===== src/rtl/rmii_tx_framer.sv =====
// RMII 100 Mb/s transmit framer: preamble/SFD, payload, zero pad, FCS and IFG on a dibit-per-clock
// interface, plus the 2-bit reflected CRC-32 engine it drives.

module crc_gen (
  input  logic        clk,
  input  logic        reset_n,
  input  logic        crc_en,
  input  logic [1:0]  data_in,
  output logic [31:0] crc_out
);
  logic [31:0] r_lfsr;
  logic [31:0] w_seed;
  logic [31:0] w_step;

  function automatic logic [31:0] crc_step2(input logic [31:0] c, input logic [1:0] d);
    logic [31:0] x;
    x = c;
    for (int i = 0; i < 2; i++) begin
      if (x[0] ^ d[i]) x = (x >> 1) ^ 32'hEDB88320;
      else             x = x >> 1;
    end
    return x;
  endfunction

  // Init substitutes the all-ones seed, so a dibit enabled during init is folded into a fresh CRC.
  assign w_seed  = reset_n ? r_lfsr : 32'hFFFF_FFFF;
  assign w_step  = crc_step2(w_seed, data_in);
  assign crc_out = ~w_step;

  always_ff @(posedge clk) begin
    r_lfsr <= crc_en ? w_step : w_seed;
  end
endmodule

module rmii_tx_framer #(
  parameter int PREAMBLE_BYTES = 7,
  parameter int MIN_BYTES      = 60,
  parameter int IFG_CYCLES     = 48
) (
  input  logic       clk,
  input  logic       reset_n,
  input  logic [7:0] s_tdata,
  input  logic       s_tvalid,
  input  logic       s_tlast,
  output logic       s_tready,
  output logic [1:0] txd,
  output logic       tx_en,
  output logic       tx_busy,
  output logic       tx_done,
  output logic       tx_underrun
);
  typedef enum logic [2:0] {S_IDLE, S_PRE, S_DATA, S_PAD, S_FCS, S_DROP, S_IFG} state_t;

  localparam logic [7:0]  PRE_LAST = 8'(PREAMBLE_BYTES * 4 + 3);
  localparam logic [7:0]  PRE_SFD  = 8'(PREAMBLE_BYTES * 4 + 2);
  localparam logic [10:0] MIN_CNT  = 11'(MIN_BYTES);
  // The single IDLE cycle before PRE completes the gap, so IFG itself lasts one cycle less.
  localparam logic [15:0] IFG_LAST = 16'(IFG_CYCLES - 2);

  state_t      r_state;
  logic [7:0]  r_idx;
  logic [7:0]  r_sh;
  logic        r_last;
  logic [10:0] r_cnt;
  logic [31:0] r_fcs;
  logic [15:0] r_ifg;

  logic        w_pad_more;
  logic        w_take;
  logic        w_fcs_latch;
  logic        w_fcs_go;
  logic        w_crc_init_n;
  logic        w_crc_en;
  logic [1:0]  w_crc_d;
  logic [31:0] w_crc_out;

  function automatic logic [10:0] sat_inc(input logic [10:0] c);
    return (c == 11'h7FF) ? c : c + 11'd1;
  endfunction

  assign w_pad_more   = r_cnt < MIN_CNT;
  assign s_tready     = (r_state == S_PRE  && r_idx == PRE_LAST) ||
                        (r_state == S_DATA && r_idx == 8'd3 && !r_last) ||
                        (r_state == S_DROP);
  assign tx_busy      = r_state != S_IDLE;
  assign w_take       = s_tvalid && s_tready && (r_state == S_PRE || r_state == S_DATA);
  assign w_crc_init_n = !(r_state == S_IDLE || r_state == S_PRE);
  assign w_fcs_latch  = (r_idx == 8'd2) && !w_pad_more &&
                        ((r_state == S_DATA && r_last) || r_state == S_PAD);
  assign w_fcs_go     = (r_idx == 8'd3) && !w_pad_more &&
                        ((r_state == S_DATA && r_last) || r_state == S_PAD);

  // The CRC sees each DATA/PAD dibit as it is loaded into the txd flop.
  always_comb begin
    w_crc_en = 1'b0;
    w_crc_d  = 2'b00;
    case (r_state)
      S_PRE: begin
        if (r_idx == PRE_LAST && s_tvalid) begin
          w_crc_en = 1'b1;
          w_crc_d  = s_tdata[1:0];
        end
      end
      S_DATA: begin
        if (r_idx != 8'd3) begin
          w_crc_en = 1'b1;
          w_crc_d  = r_sh[3:2];
        end else if (!r_last) begin
          w_crc_en = s_tvalid;
          w_crc_d  = s_tdata[1:0];
        end else begin
          w_crc_en = w_pad_more;
        end
      end
      S_PAD:   w_crc_en = (r_idx != 8'd3) || w_pad_more;
      default: w_crc_en = 1'b0;
    endcase
  end

  crc_gen u_crc (
    .clk    (clk),
    .reset_n(w_crc_init_n),
    .crc_en (w_crc_en),
    .data_in(w_crc_d),
    .crc_out(w_crc_out)
  );

  always_ff @(posedge clk) begin
    if (w_take)                  r_sh <= s_tdata;
    else if (r_state == S_DATA)  r_sh <= r_sh >> 2;
    if (w_fcs_latch)                     r_fcs <= w_crc_out;
    else if (w_fcs_go || r_state == S_FCS) r_fcs <= r_fcs >> 2;
  end

  always_ff @(posedge clk or negedge reset_n) begin
    if (!reset_n) begin
      r_state     <= S_IDLE;
      r_idx       <= 8'd0;
      r_last      <= 1'b0;
      r_cnt       <= 11'd0;
      r_ifg       <= 16'd0;
      txd         <= 2'b00;
      tx_en       <= 1'b0;
      tx_done     <= 1'b0;
      tx_underrun <= 1'b0;
    end else begin
      tx_done     <= 1'b0;
      tx_underrun <= 1'b0;
      case (r_state)
        S_IDLE: begin
          if (s_tvalid) begin
            r_state <= S_PRE;
            r_idx   <= 8'd0;
            txd     <= 2'b01;
            tx_en   <= 1'b1;
          end
        end
        S_PRE: begin
          if (r_idx != PRE_LAST) begin
            r_idx <= r_idx + 8'd1;
            txd   <= (r_idx == PRE_SFD) ? 2'b11 : 2'b01;
          end else if (s_tvalid) begin
            r_state <= S_DATA;
            r_idx   <= 8'd0;
            r_last  <= s_tlast;
            r_cnt   <= 11'd1;
            txd     <= s_tdata[1:0];
          end else begin
            r_state     <= S_DROP;
            tx_en       <= 1'b0;
            txd         <= 2'b00;
            tx_underrun <= 1'b1;
          end
        end
        S_DATA, S_PAD: begin
          if (r_idx != 8'd3) begin
            r_idx <= r_idx + 8'd1;
            txd   <= (r_state == S_DATA) ? r_sh[3:2] : 2'b00;
          end else if (r_state == S_DATA && !r_last) begin
            if (s_tvalid) begin
              r_idx  <= 8'd0;
              r_last <= s_tlast;
              r_cnt  <= sat_inc(r_cnt);
              txd    <= s_tdata[1:0];
            end else begin
              r_state     <= S_DROP;
              tx_en       <= 1'b0;
              txd         <= 2'b00;
              tx_underrun <= 1'b1;
            end
          end else if (w_pad_more) begin
            r_state <= S_PAD;
            r_idx   <= 8'd0;
            r_cnt   <= sat_inc(r_cnt);
            txd     <= 2'b00;
          end else begin
            r_state <= S_FCS;
            r_idx   <= 8'd0;
            txd     <= r_fcs[1:0];
          end
        end
        S_FCS: begin
          if (r_idx != 8'd15) begin
            r_idx   <= r_idx + 8'd1;
            txd     <= r_fcs[1:0];
            tx_done <= (r_idx == 8'd14);
          end else begin
            r_state <= S_IFG;
            r_ifg   <= 16'd0;
            tx_en   <= 1'b0;
            txd     <= 2'b00;
          end
        end
        S_DROP: begin
          if (s_tvalid && s_tlast) begin
            r_state <= S_IFG;
            r_ifg   <= 16'd0;
          end
        end
        S_IFG: begin
          if (r_ifg >= IFG_LAST) r_state <= S_IDLE;
          else                   r_ifg   <= r_ifg + 16'd1;
        end
        default: r_state <= S_IDLE;
      endcase
    end
  end
endmodule


===== config.mk =====
export PLATFORM = sky130hd
export DESIGN_NAME = rmii_tx_framer
export DESIGN_NICKNAME = d
export VERILOG_FILES = /design/src/rtl/rmii_tx_framer.sv
export SDC_FILE = /design/constraint.sdc
export NUM_CORES = 1
export LEC_CHECK = 0
export CORE_MARGIN = 3
export CORE_UTILIZATION = 60
export CTS_CLUSTER_SIZE = 14
export DETAILED_ROUTE_END_ITERATION = 7
export GPL_ROUTABILITY_DRIVEN = 0
export PLACE_DENSITY = 0.78
export SLEW_MARGIN = 20
export SYNTH_ARGS = -nofsm -noshare
export SYNTH_HDL_FRONTEND = slang
export SYNTH_SLANG_ARGS = --single-unit

===== constraint.sdc =====
create_clock -name clk -period 4 [get_ports clk]
set_clock_uncertainty 0.2 [all_clocks]
set_input_delay 0.6 -clock clk [delete_from_list [all_inputs] [get_ports clk]]
set_output_delay 0.6 -clock clk [all_outputs]
set_load 0.02 [all_outputs]

==> summary.md <==
| Metric | Value |
|---|---|
| Status | complete, no violations |
| Die Wd | 103.0 um |
| #FFs+latches synth | 114 |
| CP startpoint kind | flop |
| TritonCTS clock tree | built |
| Mean Syn Cell Area | 9.376 um^2 |
| Hpwl dp | 8193 um |
| Die Area | approximately 11000 um^2 |
| Main combinational cell family by area after synthesis | simple AND/OR/NAND/NOR gates |
| XOR/XNOR Fraction of Synth Area | 4.788% |
| CTS buffer count | 17 |
| Family with the most delay on the worst path | simple AND/OR/NAND/NOR gates |
| Residual DRC | 0 |
| R2r startpoint | r_state[2]$_DFFE_PN0P_ |
| Total GRT Usage | 26.50% |
| Fin cells | 742 |
| Crit path cell chain | or4_1 -> nor2_1 -> a22oi_1 -> o21ai_0 -> clkdlybuf4s50_1 |
| Post-Place Setup Slack | 0.7557 ns |
| Slowest CP cell | or4_1 |
| R2R Setup Slk | 0.70 ns |
| Worst VDD drop | 0.0003735 V |
| Leakage power total | 2.676 nW |
| Clock tree buffer depth | 2 |
| Core Util, Final | ~73% |
| Async set-or-reset flop fraction in the synthesized netlist | 38.60% |
| Layout fillers | between 600 and 700 |
| I/O pin total | 19 |
| Critical Path Fanout Max | 9 |
| Post-synthesis compound-gate area fraction | 15.16% |
| Final ANT Viol Nets | 0 |
| Fmax | 0.2697 GHz |
| Dpl cells | 710 |
| Setup violators final | 0 |
| Worst Path Class, Setup | flop to output port |
| Max-slew headroom | 34.75% |
| Hold/Removal Path Class | input port to async pin |
| Initial antenna violation count | 0 |
| Yosys warning total | 0 |
| Setup ws final | roughly 0.29 ns |
| Share of the synthesized area in the top cell type | 20.22% |
| Placement Rows | 34 |
| Worst hold slack | 0.03862 ns |
| First-pass GRT wire length | 21770 um |
| WP buf/inv | 1 |
| Commonest non-fill, non-tap cell in the layout | nand2_1 |
| Delay of the slowest cell on the worst path | 0.69 ns |
| Cts hold-fix bufs | 0 |
| Mux share of post-synthesis cell area | 1.973% |
| Largest area contributor in the netlist | edfxtp_1 |
| CTS root buf | clkbuf_8 |
| Post_cts resized | 0 |
| Largest net degree at the start of global routing | 61 |
| Clk Latency, worst-skew pair | 0.52 ns |
| H-tree depth | 4 |
| Synth Area in Simple Gates | 22.81% |
| Worst EP arrival | 2.91 ns |
| CTS clk-pin slew, worst paths | 0.06 ns |
| Net Count, Synth | 619 |
| Area growth syn-to-layout | 15.67% |
| Post-route minimum period | 3.707 ns |
| Unrepaired setup endpoints after global routing | false |
| Fin. Hold Viols | 0 |
| Leading cell types in the layout, fill and taps excluded | nand2_1, nor2_1, dfrtp_1 |
| Final Max Tran Viols | 0 |
| Crit. End Element | output port |
| Initial DRC count | 419 |
| Initial Utilization | 63.18% |
| Vias | 4681 |
| Crit. Startpoint | r_idx[4]$_DFFE_PN0P_ |
| Core ar. | approximately 8900 um^2 |
| N_diodes | 0 |
| IO Port Bufs | 18 |
| Num Clock Sinks | 114 |
| Synth top area cells | edfxtp_1, dfrtp_1, dfxtp_1 |
| Synth Flop Type | dfrtp_1 |
| Worst-Margin Slew | 0.9787 ns |
| Total Routed Length | 12820 um |
| First-pass DRT Iterations | 6 |
| Max-cap violations | 0 |
| Cells on worst reg2reg path | 9 |
| Post-CTS Setup Inserts | 0 |
| Sequential fraction of the synthesis area | 51.08% |
| CP Data Required Time | 3.20 ns |
| Number of synthesized flops with an enable pin | 38 |
| Post-synthesis adder-cell area fraction | 1.108% |
| Final #Nets | 638 |
| Vias in the first global route | 4527 |
| Grt ovf | 0 |
| P per Cell Area | roughly 420 nW/um^2 |
| Reg-to-Reg End | r_fcs[26]$_DFFE_PP_ |
| Cells after synthesis | ~600 |
| Setup TNS | 0 ns |
| Tcrit/Tclk final | 92.69% |
| Synthesized cell area | 5644 um^2 |
| Vias per cell | about 6.3 |
| WL per Instance | 17.28 um |
| Yosys cell types | slightly below 60 |
| Fraction of layout cells with a size suffix above 1 | 11.04% |
| Die Ht | a little over 100 um |
## registers in the layout (all words and copies together), names as in the netlist, 2 cells and up
name / cells
r_fcs: 32
r_idx: 8
u_crc.r_lfsr: 32
txd: 2
r_cnt: 11
r_ifg: 16
r_state: 3
r_sh: 6
## cells by family after synthesis
| kind of cell | count (synthesis) |
|---|---|
| AND/OR/NAND/NOR | 270 |
| AO/OA/AOI/OAI | 131 |
| flip-flops | 114 |
| buffers and inverters | 43 |
| XOR/XNOR | 30 |
| multiplexers | 9 |
| adder cells (fa/ha/maj) | 5 |
## Yosys cell counts (2+ instances only)
cell      number
a21o_1         2
a21oi_1       23
a221oi_2       6
a22oi_1        2
a31oi_1        3
a32oi_1        5
and2_1        10
and3_1         6
buf_2          4
clkbuf_1      27
dfrtp_1       44
dfxtp_1       32
edfxtp_1      38
ha_1           5
inv_1         10
mux2_2         7
nand2_1       86
nand2b_1      13
nand3_1       37
nand4_1        8
nand4b_1       2
nor2_1        58
nor2b_1        6
nor3_1        21
nor3b_1        2
nor4_1         6
o211ai_1       2
o21ai_0       42
o21ai_1        4
o22ai_1       15
o31ai_1       15
or2_2          3
or3_1          3
or4_1          3
xnor2_1       18
xor2_1        11
## worst max-delay path by stage
stage / endpoint / slack [ns] / depth (start not counted)
detailed placement: r_cnt[7]$_DFFE_PN0P_ / 0.76 / 8
floorplan: r_fcs[23]$_DFFE_PP_ / 1.13 / 9
finish: s_tready / 0.29 / 5
CTS: s_tready / 0.30 / 5
global route: s_tready / 0.14 / 5
global placement: r_cnt[7]$_DFFE_PN0P_ / 0.80 / 8
## area by class of cell
class	instances	area, um^2	share of cell area [%]
inverter	11	41.29	0.6324
clock buffer	17	414.1	6.343
sequential	114	2883	44.15
multi-input combinational	445	2590	39.67
tap	108	135.1	2.070
timing repair buffer	32	280.3	4.293
clock inverter	15	185.2	2.836
## where the power goes
part | internal [W] | switching [W] | leakage, nW | total (W)
clock network | 0.000954 | 0.000569 | 0.282 | 0.00152
registers | 0.00120 | 0.000000969 | 1.06 | 0.00120
logic | 0.0000111 | 0.0000160 | 1.34 | 0.0000271
total | 0.00216 | 0.000586 | 2.68 | 0.00275
## through the flow
stage                     area, um^2  total power (W)
after floorplan                 5644         0.001224
after global placement          5929         0.001247
after detailed placement        5929         0.001248
after CTS                       6529         0.002763
after global routing            6529         0.002816
final                           6529         0.002747
## metal layers
layer  vias up  GRT usage [%]  share of wire [%]
li1       2219              -                  -
met1      2221          33.60                 41
met2       197          43.22                 49
met3        44          5.819                6.5
met4         0          12.55                3.9
met5         -              0                  0
No activity file was read; power rests on OpenSTA's default activity.
